`src/rtl/round_sequencer.sv`:
```
// round_sequencer: lights one of three targets per round, judges the player
// inputs against it inside a tick-timed window, and emits one-cycle score/miss
// pulses until the configured number of rounds has been played.
module round_sequencer #(
  parameter int         TICK_DIV   = 2000000,
  parameter int         LIT_TICKS  = 8,
  parameter int         GAP_TICKS  = 2,
  parameter int         NUM_ROUNDS = 20,
  parameter logic [7:0] LFSR_SEED  = 8'hA5
) (
  input  logic       clock,
  input  logic       reset,
  input  logic       start,
  input  logic       in0,
  input  logic       in1,
  input  logic       in2,
  output logic [2:0] target,
  output logic       score_inc,
  output logic       miss_inc,
  output logic [7:0] round,
  output logic       busy,
  output logic       game_over
);

  localparam int             PW          = (TICK_DIV > 1) ? $clog2(TICK_DIV) : 1;
  localparam logic [PW-1:0]  PRESC_MAX   = PW'(TICK_DIV - 1);
  localparam logic [7:0]     SEED        = (LFSR_SEED == 8'h00) ? 8'h01 : LFSR_SEED;
  localparam logic [8:0]     GAP_LIMIT   = 9'(GAP_TICKS);
  localparam logic [8:0]     LIT_LIMIT   = 9'(LIT_TICKS);
  localparam logic [7:0]     ROUND_LIMIT = 8'(NUM_ROUNDS);

  typedef enum logic [1:0] {
    IDLE = 2'd0,
    GAP  = 2'd1,
    LIT  = 2'd2,
    DONE = 2'd3
  } state_t;

  state_t        state;
  state_t        state_next;
  logic [2:0]    in_r;
  logic [7:0]    lfsr;
  logic [7:0]    lfsr_mod3;
  logic [PW-1:0] presc;
  logic [7:0]    tick_cnt;
  logic          tick;
  logic [8:0]    tick_sum;
  logic [2:0]    target_next;
  logic          score_next;
  logic          miss_next;
  logic [7:0]    round_next;
  logic [7:0]    round_plus;
  logic          hit;
  logic          wrong;
  logic          timeout;

  // tick_sum is the tick count including a tick landing this cycle, so both
  // the gap and the lit window end in the cycle their last tick occurs.
  assign tick       = ((state == GAP) || (state == LIT)) && (presc == PRESC_MAX);
  assign tick_sum   = {1'b0, tick_cnt} + {8'd0, tick};
  assign lfsr_mod3  = lfsr % 8'd3;
  assign round_plus = round + 8'd1;
  assign hit        = |(in_r & target);
  assign wrong      = |(in_r & ~target);
  assign timeout    = (tick_sum >= LIT_LIMIT);
  assign busy       = (state == GAP) || (state == LIT);
  assign game_over  = (state == DONE);

  // Next-state, lamp, pulse and round decisions for the game flow.
  always_comb begin
    state_next  = state;
    target_next = target;
    score_next  = 1'b0;
    miss_next   = 1'b0;
    round_next  = round;
    case (state)
      IDLE: begin
        if (start) begin
          state_next = GAP;
          round_next = 8'd0;
        end
      end
      GAP: begin
        target_next = 3'b000;
        if ((tick_sum >= GAP_LIMIT) && (in_r == 3'b000)) begin
          state_next  = LIT;
          target_next = 3'b001 << lfsr_mod3[1:0];
        end
      end
      LIT: begin
        if (hit || wrong || timeout) begin
          score_next  = hit;
          miss_next   = ~hit;
          target_next = 3'b000;
          round_next  = round_plus;
          state_next  = (round_plus == ROUND_LIMIT) ? DONE : GAP;
        end
      end
      DONE: begin
        if (start) begin
          state_next = GAP;
          round_next = 8'd0;
        end
      end
      default: begin
        state_next  = IDLE;
        target_next = 3'b000;
        round_next  = 8'd0;
      end
    endcase
  end

  // State, input capture, LFSR, timing counters and registered outputs.
  always_ff @(posedge clock) begin
    if (reset) begin
      state     <= IDLE;
      in_r      <= 3'b000;
      lfsr      <= SEED;
      presc     <= '0;
      tick_cnt  <= 8'd0;
      target    <= 3'b000;
      score_inc <= 1'b0;
      miss_inc  <= 1'b0;
      round     <= 8'd0;
    end else begin
      state     <= state_next;
      in_r      <= {in2, in1, in0};
      lfsr      <= {lfsr[6:0], lfsr[7] ^ lfsr[5] ^ lfsr[4] ^ lfsr[3]};
      target    <= target_next;
      score_inc <= score_next;
      miss_inc  <= miss_next;
      round     <= round_next;
      if ((state_next != state) || (state == IDLE) || (state == DONE)) begin
        presc    <= '0;
        tick_cnt <= 8'd0;
      end else begin
        presc <= tick ? '0 : presc + PW'(1);
        if (tick && (tick_cnt != 8'hFF)) begin
          tick_cnt <= tick_cnt + 8'd1;
        end
      end
    end
  end

endmodule
```
`config.mk`:
```
export PLATFORM = sky130hd
export DESIGN_NAME = round_sequencer
export DESIGN_NICKNAME = d
export VERILOG_FILES = /design/src/rtl/round_sequencer.sv
export SDC_FILE = /design/constraint.sdc
export NUM_CORES = 1
export LEC_CHECK = 0
export ABC_AREA = 1
export ABC_CLOCK_PERIOD_IN_PS = 3500
export CAP_MARGIN = 30
export CORE_UTILIZATION = 23
export DETAILED_ROUTE_END_ITERATION = 8
export GPL_TIMING_DRIVEN = 1
export SETUP_SLACK_MARGIN = 0.5
export SLEW_MARGIN = 20
export SYNTH_ARGS = -nofsm -noshare
export SYNTH_HDL_FRONTEND = slang
export SYNTH_SLANG_ARGS = --single-unit
```
`constraint.sdc`:
```
create_clock -name clock -period 3.5 [get_ports clock]
set_input_delay 1.05 -clock clock [delete_from_list [all_inputs] [get_ports clock]]
set_output_delay 1.05 -clock clock [all_outputs]
set_load 0.01 [all_outputs]
```
# Word level (Yosys, flattened, before mapping)
# Index checks and enable logic that the tools add are counted.
[totals]
regBits = 55
input_bits = 6
out_inout_bits = 15
wordCells = 66
[op_classes]
add_sub_neg = 4
n_div = 1
magnitude_cmp = 2
eq_ne = 9
n_shift = 1
mux = 11
n_bitwise = 9
reduce_logical = 20
[ops]
columns = ["op", "count"]
rows = [
  ["adder 21 x 1 -> 21 bit (second input constant)", 1],
  ["equality test 21 bit (second input constant)", 1],
  ["adder 8 x 1 -> 8 bit (second input constant)", 2],
  ["two-way mux 8 bit", 2],
  ["case mux 8 bit (2 select lines)", 1],
  ["OR reduction 3 bit", 4],
  ["adder 8 x 1 -> 9 bit", 1],
  [">= comparator 9 x 2 -> 1 bit (second input constant)", 1],
  [">= comparator 9 x 4 -> 1 bit (second input constant)", 1],
  ["equality test 8 x 5 -> 1 bit (second input constant)", 1],
  ["modulo 8 x 2 -> 8 bit (second input constant)", 1],
  ["two-way mux 2 bit", 4],
  ["!= test 8 bit (second input constant)", 1],
  ["AND 3 bit", 2],
  ["two-way mux 3 bit", 2],
  ["case mux 2 bit (3 select lines)", 1],
  ["case mux 3 bit (2 select lines)", 1],
  ["logical OR 1 bit", 5],
  ["equality test 2 bit (second input constant)", 2],
  ["!= test 2 x 1 -> 1 bit (second input constant)", 2],
  ["nonzero test 2 bit", 2],
  ["OR reduction 2 bit", 2],
  ["logical AND 1 bit", 3],
  ["logical NOT 3 bit", 1],
  ["9 further kinds", 13],
]

# Depth between registers and ports, before layout
# Gate-level depths: netlist of the first run.
[logic_depth]
word_depth = 12
depth_mapped = 27
mapped_depth_nobuf = 27

# Worst setup path after synthesis of the first run
# No wires, ideal clock.
[synth_path]
path_type = "register to register"
from = "reg state[0]"
to = "reg presc[8]"
setup_time_ns = 0.121
t_arrival_ns = 3.390
required_time_ns = 3.379
path_slack_ns = -0.011
stages_incl_launch_ff = 26
path_buffers = 2
synth_period_minus_slack_ns = 3.511
path_cell_list = "dfxtp_1 > inv_1 > ha_1 > clkbuf_2 > inv_1 > nor4_1 > nand3_1 > inv_1 > ha_1 > ha_1 > nand3_1 > nor2_1 > xor2_1 > nor2_1 > nand2_1 > nor2_2 > nand2_1 > nor2_1 > a21oi_1 > o211ai_2 > nand2_1 > nand2_1 > nand2_2 > nand3_4 > buf_12 > nor2_4"
[synth_between]
elab_chain_len = 12
[synth_lines]
columns = ["element", "line_no", "text"]
rows = [
  ["start, declared", "39", "state_t state;"],
  ["start signal, assigned", "126", "state <= state_next;"],
  ["equality test 2 x 1 -> 1 bit or equality test 2 bit (tied branches)", "-", ""],
  ["logical OR 1 bit *", "-", ""],
  ["via busy", "21", "output logic busy,"],
  ["logical AND 1 bit *", "59", "assign tick = ((state == GAP) || (state == LIT)) && (presc == PRESC_MAX);"],
  ["adder 8 x 1 -> 9 bit", "60", "assign tick_sum = {1'b0, tick_cnt} + {8'd0, tick};"],
  [">= comparator 9 x 4 -> 1 bit or >= comparator 9 x 2 -> 1 bit (tied branches)", "65, 85", ""],
  ["logical OR 1 bit or logical AND 1 bit (tied branches)", "91, 85", ""],
  ["two-way mux 2 bit (on tied branches)", "91, 85", ""],
  ["case mux 2 bit (3 select lines)", "76", "case (state)"],
  ["!= test 2 bit", "133", "if ((state_next != state) || (state == IDLE) || (state == DONE)) begin"],
  ["logical OR 1 bit (2 in series)", "133", ""],
  ["OR reduction 3 bit (no line) *", "-", ""],
  ["end signal, assigned", "137", "presc <= tick ? '0 : presc + PW'(1);"],
  ["end, declared", "44", "logic [PW-1:0] presc;"],
]
# Mark *: on every way through the listed nets, which the timed path passes. The rest lies on a longest branch.
# A chain may end at the register's enable or synchronous reset.

# Final worst setup path of the first run
[layout_path]
from = "reg presc[6]"
to = "reg presc[6]"
[layout_between]
elab_chain_len = 11
[layout_lines]
columns = ["element", "line_no"]
rows = [
  ["equality test 21 bit", "59"],
  ["logical AND 1 bit", "59"],
  ["adder 8 x 1 -> 9 bit", "60"],
  [">= comparator 9 x 4 -> 1 bit or >= comparator 9 x 2 -> 1 bit (tied branches)", "65, 85"],
  ["logical OR 1 bit or logical AND 1 bit (tied branches)", "91, 85"],
  ["two-way mux 2 bit (on tied branches)", "91, 85"],
  ["case mux 2 bit (3 select lines)", "76"],
  ["!= test 2 bit", "133"],
  ["logical OR 1 bit (2 in series)", "133"],
  ["OR reduction 3 bit (no line)", "-"],
]
# Parallel ways exist; a longest one is shown, timed or not.

==> results of run 1 <==
==> layout make-up <==
cell class | count | share of cell area
inverters | 66 | 0.0585
clock buffers | 6 | 0.0274
well taps | 180 | 0.0479
flip-flops and latches | 55 | 0.239
repair buffers | 63 | 0.127
multi-input cells | 317 | 0.491
clock inverters | 2 | 0.00824
==> registers in the layout, indices dropped and copies added (netlist names) <==
name,cells
lfsr,8
in_r,3
tick_cnt,8
state,2
miss_inc,1
score_inc,1
target,3
round,8
presc,21
==> power by group <==
| part | switching, mW | internal (mW) |
|---|---|---|
| clock | 0.236 | 0.341 |
| combinational | 0.755 | 0.581 |
| sequential | 0.0840 | 0.694 |
==> logic make-up (layout without fill, tap and decap cells) <==
logic type	Yosys count	in the layout	synth area share
muxes	1	1	0.00299
and+or+nand+nor	234	235	0.374
adders and majority gates	12	12	0.0448
AOI/OAI and AO/OA	34	34	0.0675
buffers and inverters	72	137	0.0910
xor gates and xnor gates	35	35	0.0914
DFF	55	55	0.328
==> synthesized netlist by cell type <==
master,count
nand2_1,77
inv_1,62
dfxtp_1,55
nand3_1,41
nor2_1,39
xor2_1,28
nor2_4,20
nor3_1,13
ha_1,12
a21oi_1,9
nand4_1,9
nand2_2,8
nor4_1,8
xnor2_1,7
o21ai_0,6
and3_1,5
a211oi_1,4
inv_2,4
nor2_2,4
a31oi_1,3
nand3_2,3
nor3_2,3
o211a_1,3
buf_12,2
o21ai_1,2
a2111oi_0,1
a21o_1,1
buf_1,1
buf_2,1
clkbuf_1,1
clkbuf_2,1
mux2i_1,1
nand3_4,1
nor2_8,1
o2111ai_1,1
o211ai_2,1
o21ai_2,1
o21bai_1,1
o41ai_1,1
or2_2,1
or3_1,1
==> what timing repair did <==
| action | in CTS | in global routing |
|---|---|---|
| setup buffers | 30 | 8 |
| pin swaps | 12 | 15 |
| cloned | 1 | 1 |
| endpoints found under the setup margin | 41 | 42 |
| resized for setup | 44 | 71 |
==> stage by stage <==
| stage | utilization | area, um2 | worst slack (ns) | cells | hold WS [ns] |
|---|---|---|---|---|---|
| 2_1_floorplan | - | 3410 | 0.358 | 443 | 0.446 |
| 3_3_place_gp | 0.272 | 3810 | 0.164 | 641 | 0.455 |
| 3_5_place_dp | 0.272 | 3810 | 0.0386 | 641 | 0.464 |
| 4_1_cts | 0.311 | 4370 | 0.354 | 680 | 0.441 |
| 5_1_grt | 0.335 | 4700 | 0.0595 | 689 | 0.445 |
| 6_report | 0.335 | 4700 | 0.263 | 689 | 0.439 |
==> final timing paths <==
check	startpoint	endpoint	slack, ns
min	presc[0]	presc[0]	0.44
max	presc[6]	presc[6]	0.26
max reg2reg	presc[6]	presc[6]	0.26
min reg2reg	presc[0]	presc[0]	0.44
==> per-layer routing <==
metal	global-route usage	routed length, um	vias up
met4	0.0427	157	0
met1	0.134	3680	1432
met3	0.0186	266	15
li1	-	-	1568
met2	0.188	4270	56
met5	0	0	-
==> summary.txt, run 1 <==
Status
  – Status: completed

Critical path
  – Crit start category: flip-flop
  – Most used cell, CP: nand2_2
  – Slowest cell delay on critical path: approximately 0.33 ns
  – Crit end category: flip-flop
  – Worst Path Arrival: about 3.5 ns
  – Worst path bufs/invs: 5
  – CP max FO: 8
  – Slowest CP cell: dfxtp_2
  – WP data required: 3.73 ns
  – CP Depth: 23
  – Reg2reg path depth: 23
  – Critical path cell sequence: inv_1 > nor2_2 > inv_2 > nor4_4 > nand3_2 > inv_2 > ha_4 > ha_4 > nand3_4 > xor2_1 > inv_1 > nor2_2 > nand2_1 > nor2_4 > nand2_2 > nand2_2 > o2111ai_2 > nand3_1 > nand2_2 > nor2_8 > nand3_4 > buf_12 > nor2_4
  – WS Path Type: reg2reg
  – Family with the most delay on the worst path: simple AND/OR/NAND/NOR gates

Global route
  – Initial antenna violation count: 0
  – Number of global-route vias before repair: 2950
  – Largest net degree at the start of global routing: 20
  – First-pass GRT wire length: 13.1 mm
  – Gr ovfl total: 0
  – Global Route Usage Sum: 0.109

Yosys
  – Share of the synthesized area in the top cell type: 0.328
  – Largest cells by area after synthesis: dfxtp_1 (33%), nand2_1 (8.6%), xor2_1 (7.3%)
  – Post-synth cell types: 41
  – Share of the yosys chip area belonging to registers: 0.328
  – Total nets after synthesis: 461
  – Post-Syn Instances: roughly 440
  – Seq cells post-synth: 55
  – Syn Area/Cell: 7.57 um2
  – Synthesized area: 3350 um2
  – Largest area contributor in the synthesized netlist: dfxtp_1
  – Warnings, synthesis: 0

STA
  – Fmax: 309 MHz
  – Slew margin rel.: 0.467
  – Final Critical Period: 3.24 ns
  – Final hold vios: 0
  – Slew Limit Fails: 0
  – RSZ-0062 raised after global routing: true
  – Clock Skew: 0.0124 ns
  – Crit share post-route: 0.925
  – Setup tns final: 0 ns
  – Final setup fails: 0
  – Slew @ Worst Pin: 0.779 ns

Clock network
  – Clock sink count: 55
  – Clock insertion delay at the later pin of the skew report: 0.30 ns
  – CTS Buf Count: 5
  – Root Buffer: clkbuf_16
  – H-tree depth: 2
  – Clock-pin slew on the worst setup and hold paths: approximately 0.070 ns
  – Clk buf depth: 2
  – CTS tree: done
  – CTS Hold Bufs: 0

Final layout
  – Fill count: 1395
  – Multi-input gate area: ~2300 um2
  – Commonest cells after routing, fill and taps aside: nand2_1 (61), inv_1 (48), dfxtp_1 (43)
  – Layout cells sized above 1: 0.344
  – Nets: 526
  – Total area of sequential cells: approximately 1100 um2
  – Ant diodes: 0
  – Commonest non-fill, non-tap cell in the layout: nand2_1
  – Area growth from synthesis to layout: 40.3%

Place
  – Buffers on Ports: 20
  – GPL Wtd Cong: 0.865
  – DP HPWL: approximately 5.3 mm

Floorplan
  – Core area: about 14000 um2
  – Cell Rows: 43
  – Die Span X: 123 um
  – Die Area: about 15000 um2
  – Chip Height: 123 um
  – Initial Util: 0.239
  – IO Pins: 21

Routing
  – Final WL: around 8.4 mm
  – DRT iter0 DRCs: approximately 110
  – DR WL/cell: 12.2 um
  – Detailed-route DRC error count: 0
  – ANT nets after route: 0
  – Detailed-route via count: roughly 3100
  – Routed vias/inst: 4.46
  – TritonRoute pass-1 iters: 4

Min path
  – Hold path cells: 1
  – HP Class: reg2reg

Power and ir drop
  – Final Power: 2.69 mW
  – VDD IR max: 0.000227 V
  – Static Leakage: 1.86 nW
  – PD cells: 572 nW/um2

Run
  – MaxCap Viol Count: 0
No activity file was read; power rests on OpenSTA's default activity.
==> run 2: changes to the inputs <==
--- a/config.mk
+++ b/config.mk
@@ -8,9 +8,12 @@
 export ABC_AREA = 1
 export ABC_CLOCK_PERIOD_IN_PS = 3500
 export CAP_MARGIN = 30
+export CELL_PAD_IN_SITES_DETAIL_PLACEMENT = 1
+export CELL_PAD_IN_SITES_GLOBAL_PLACEMENT = 2
 export CORE_UTILIZATION = 23
 export DETAILED_ROUTE_END_ITERATION = 8
 export GPL_TIMING_DRIVEN = 1
+export PLACE_DENSITY_LB_ADDON = 0.1
 export SETUP_SLACK_MARGIN = 0.5
 export SLEW_MARGIN = 20
 export SYNTH_ARGS = -nofsm -noshare
==> run 2 against run 1 <==
  * Critical path depth fell by 1
  * Sequential share of layout area shrank 0.43 points
  * Largest power group unchanged
  * Die area unchanged
  * Worst setup slack gained 0.072 ns
  * Combinational power about the same
  * Wire length up 13%
  * Global-route usage up 2.5 points
  * Final cell count grew 1.7%
  * Fmax is 2.3% higher
  * Highest routed layer unchanged
  * Clock-buffer cell count did not move
  * Utilization is 0.80 points higher
  * Via count is 1.2% higher
==> summary.txt, run 2 (synthesis gave the netlist of run 1 again) <==
Status
  – Status: completed

Place
  – DP Worst Slack: 0.153 ns (+0.114 ns)
  – Buffers on Ports: 20 (unchanged)
  – DP HPWL: 6.63 mm (+25%)
  – GPL Wtd Cong: 0.722 (-17%)

Clock network
  – Root Buffer: clkbuf_16
  – H-tree depth: 2 (unchanged)
  – Clock-pin slew on the worst setup and hold paths: 0.07 ns (about the same)
  – Clock insertion delay at the later pin of the skew report: 0.30 ns (about the same)
  – CTS Buf Count: 5 (unchanged)
  – Clock sink count: 55 (unchanged)
  – Clk buf depth: 2 (unchanged)
  – CTS tree: done

Routing
  – Final WL: 9.44 mm (+13%)
  – Detailed-route via count: 3107 (+1.2%)
  – Detailed-route DRC error count: 0 (unchanged)
  – DR WL/cell: 13.5 um (+11%)
  – TritonRoute pass-1 iters: 4 (unchanged)
  – DRT iter0 DRCs: 47 (-57%)
  – Routed vias/inst: 4.43 (-0.56%)
  – ANT nets after route: 0 (unchanged)

STA
  – Slew @ Worst Pin: 0.612 ns (-0.167 ns)
  – Final setup fails: 0 (unchanged)
  – Final hold vios: 0 (unchanged)
  – Slew margin rel.: 0.581 (+0.114)
  – Crit share post-route: 0.905 (-0.0204)
  – RSZ-0062 raised after global routing: true
  – Clock Skew: 0.00557 ns (-0.00684 ns)
  – Worst setup margin: 0.334 ns (+0.0715 ns)
  – Slew Limit Fails: 0 (unchanged)
  – Setup tns final: 0 ns (unchanged)
  – Fmax: 316 MHz (+2.3%)
  – Final Critical Period: 3.17 ns (-0.0715 ns)

Critical path
  – Critical path cell sequence: inv_4 > ha_4 > inv_8 > nor4_4 > nand3_4 > inv_4 > ha_4 > inv_1 > nor2_2 > xor2_1 > or2_2 > nor2_2 > nand2_2 > nor2_2 > a21oi_2 > o211ai_2 > nand2_1 > nand2_1 > nand2_2 > nand3_4 > buf_12 > nor2_1
  – Worst Path Arrival: 3.37 ns (-0.10 ns)
  – CP max FO: 8 (unchanged)
  – Crit start category: flip-flop
  – Slowest CP cell: dfxtp_4
  – Slowest cell delay on critical path: 0.37 ns (+0.04 ns)
  – WS Path Type: reg2reg
  – Most used cell, CP: nor2_2
  – WP data required: 3.70 ns (-0.03 ns)
  – Reg2reg path depth: 22 (-4.3%)
  – Crit end category: flip-flop

Power and ir drop
  – PD cells: 546 nW/um2 (-4.6%)
  – VDD IR max: 0.000253 V (+11%)
  – Static Leakage: 1.92 nW (+3.2%)
  – Final Power: 2.63 mW (-2.3%)

Final layout
  – Total area of sequential cells: 1130 um2 (+0.56%)
  – Layout cells sized above 1: 0.392 (+0.0477)
  – Area growth from synthesis to layout: 43.7%
  – Ant diodes: 0 (unchanged)
  – Top reg by flops: presc
  – Max reg flops: 21 (unchanged)
  – Nets: 539 (+2.5%)
  – Commonest cells after routing, fill and taps aside: nand2_1 (56), buf_4 (49), inv_1 (46)
  – Commonest non-fill, non-tap cell in the layout: nand2_1
  – Fill count: 1665 (+19%)
  – Multi-input gate area: 2350 um2 (+1.5%)

Floorplan
  – Die Span X: 123 um (unchanged)
  – Core area: 14000 um2 (unchanged)
  – Cell Rows: 43 (unchanged)
  – Chip Height: 123 um (unchanged)
  – Die Area: 15100 um2 (unchanged)
  – IO Pins: 21 (unchanged)
  – Initial Util: 0.239 (unchanged)

Global route
  – Gr ovfl total: 0 (unchanged)
  – Global Route Usage Sum: 0.133 (+0.0245)
  – Number of global-route vias before repair: 3202 (+8.5%)
  – First-pass GRT wire length: 15.6 mm (+19%)
  – Largest net degree at the start of global routing: 20 (unchanged)
  – Initial antenna violation count: 0 (unchanged)

Min path
  – HP Class: reg2reg
  – Hold path cells: 1 (unchanged)

Run
  – MaxCap Viol Count: 0 (unchanged)
-- run 2: power by group --
part	internal [mW]	switching [mW]	total [mW]
logic	0.574	0.754	1.33
registers	0.693	0.0840	0.777
clock network	0.281	0.243	0.524
-- run 2: cell type report --
class / count / share of cell area
Inverter: 66 / 0.0590
Sequential cell: 55 / 0.235
Clock buffer: 6 / 0.0288
Clock inverter: 1 / 0.00104
Tap cell: 180 / 0.0468
Timing Repair Buffer: 77 / 0.142
Multi-Input combinational cell: 316 / 0.487
-- run 2: per-stage QoR --
step	hold WS (ns)	std cells	utilization	cell area (um2)
6_report	0.437	701	0.343	4820
5_1_grt	0.454	701	0.343	4820
4_1_cts	0.441	684	0.316	4430
3_5_place_dp	0.464	652	0.278	3910
3_3_place_gp	0.456	652	0.278	3910
2_1_floorplan	0.446	443	-	3410
-- run 2: worst paths after layout --
check | start | to | slack [ns]
worst max-delay path | state[0] | presc[14] | 0.33
worst min-delay path | presc[0] | presc[0] | 0.44
worst max register to register | state[0] | presc[14] | 0.33
worst min register to register | presc[0] | presc[0] | 0.44
-- run 2: worst max-delay path, delay by kind of cell (launching register included) --
family | cells | cell delay [ns]
buf+inv | 5 | 0.40
fa+ha+maj | 2 | 0.42
simple gates | 12 | 1.54
xor+xnor | 1 | 0.09
flops | 1 | 0.37
compound gates | 2 | 0.23
-- run 2: timing repair --
action | 4_1_cts | 5_1_grt
gates cloned | 1 | 1
setup buffers | 24 | 16
hold buffers | 0 | 0
pin swaps | 15 | 34
endpoints found under the setup margin | 40 | 41
gates resized for setup | 59 | 63
-- run 2: metal layers --
| layer | share of wire | vias to the layer above | wire length [um] | global-route usage |
|---|---|---|---|---|
| met3 | 0.020 | 6 | 193 | 0.0283 |
| met1 | 0.47 | 1491 | 4440 | 0.167 |
| met5 | 0 | - | 0 | 0 |
| met2 | 0.50 | 17 | 4690 | 0.227 |
| met4 | 0.012 | 0 | 117 | 0.0412 |
| li1 | - | 1593 | - | - |
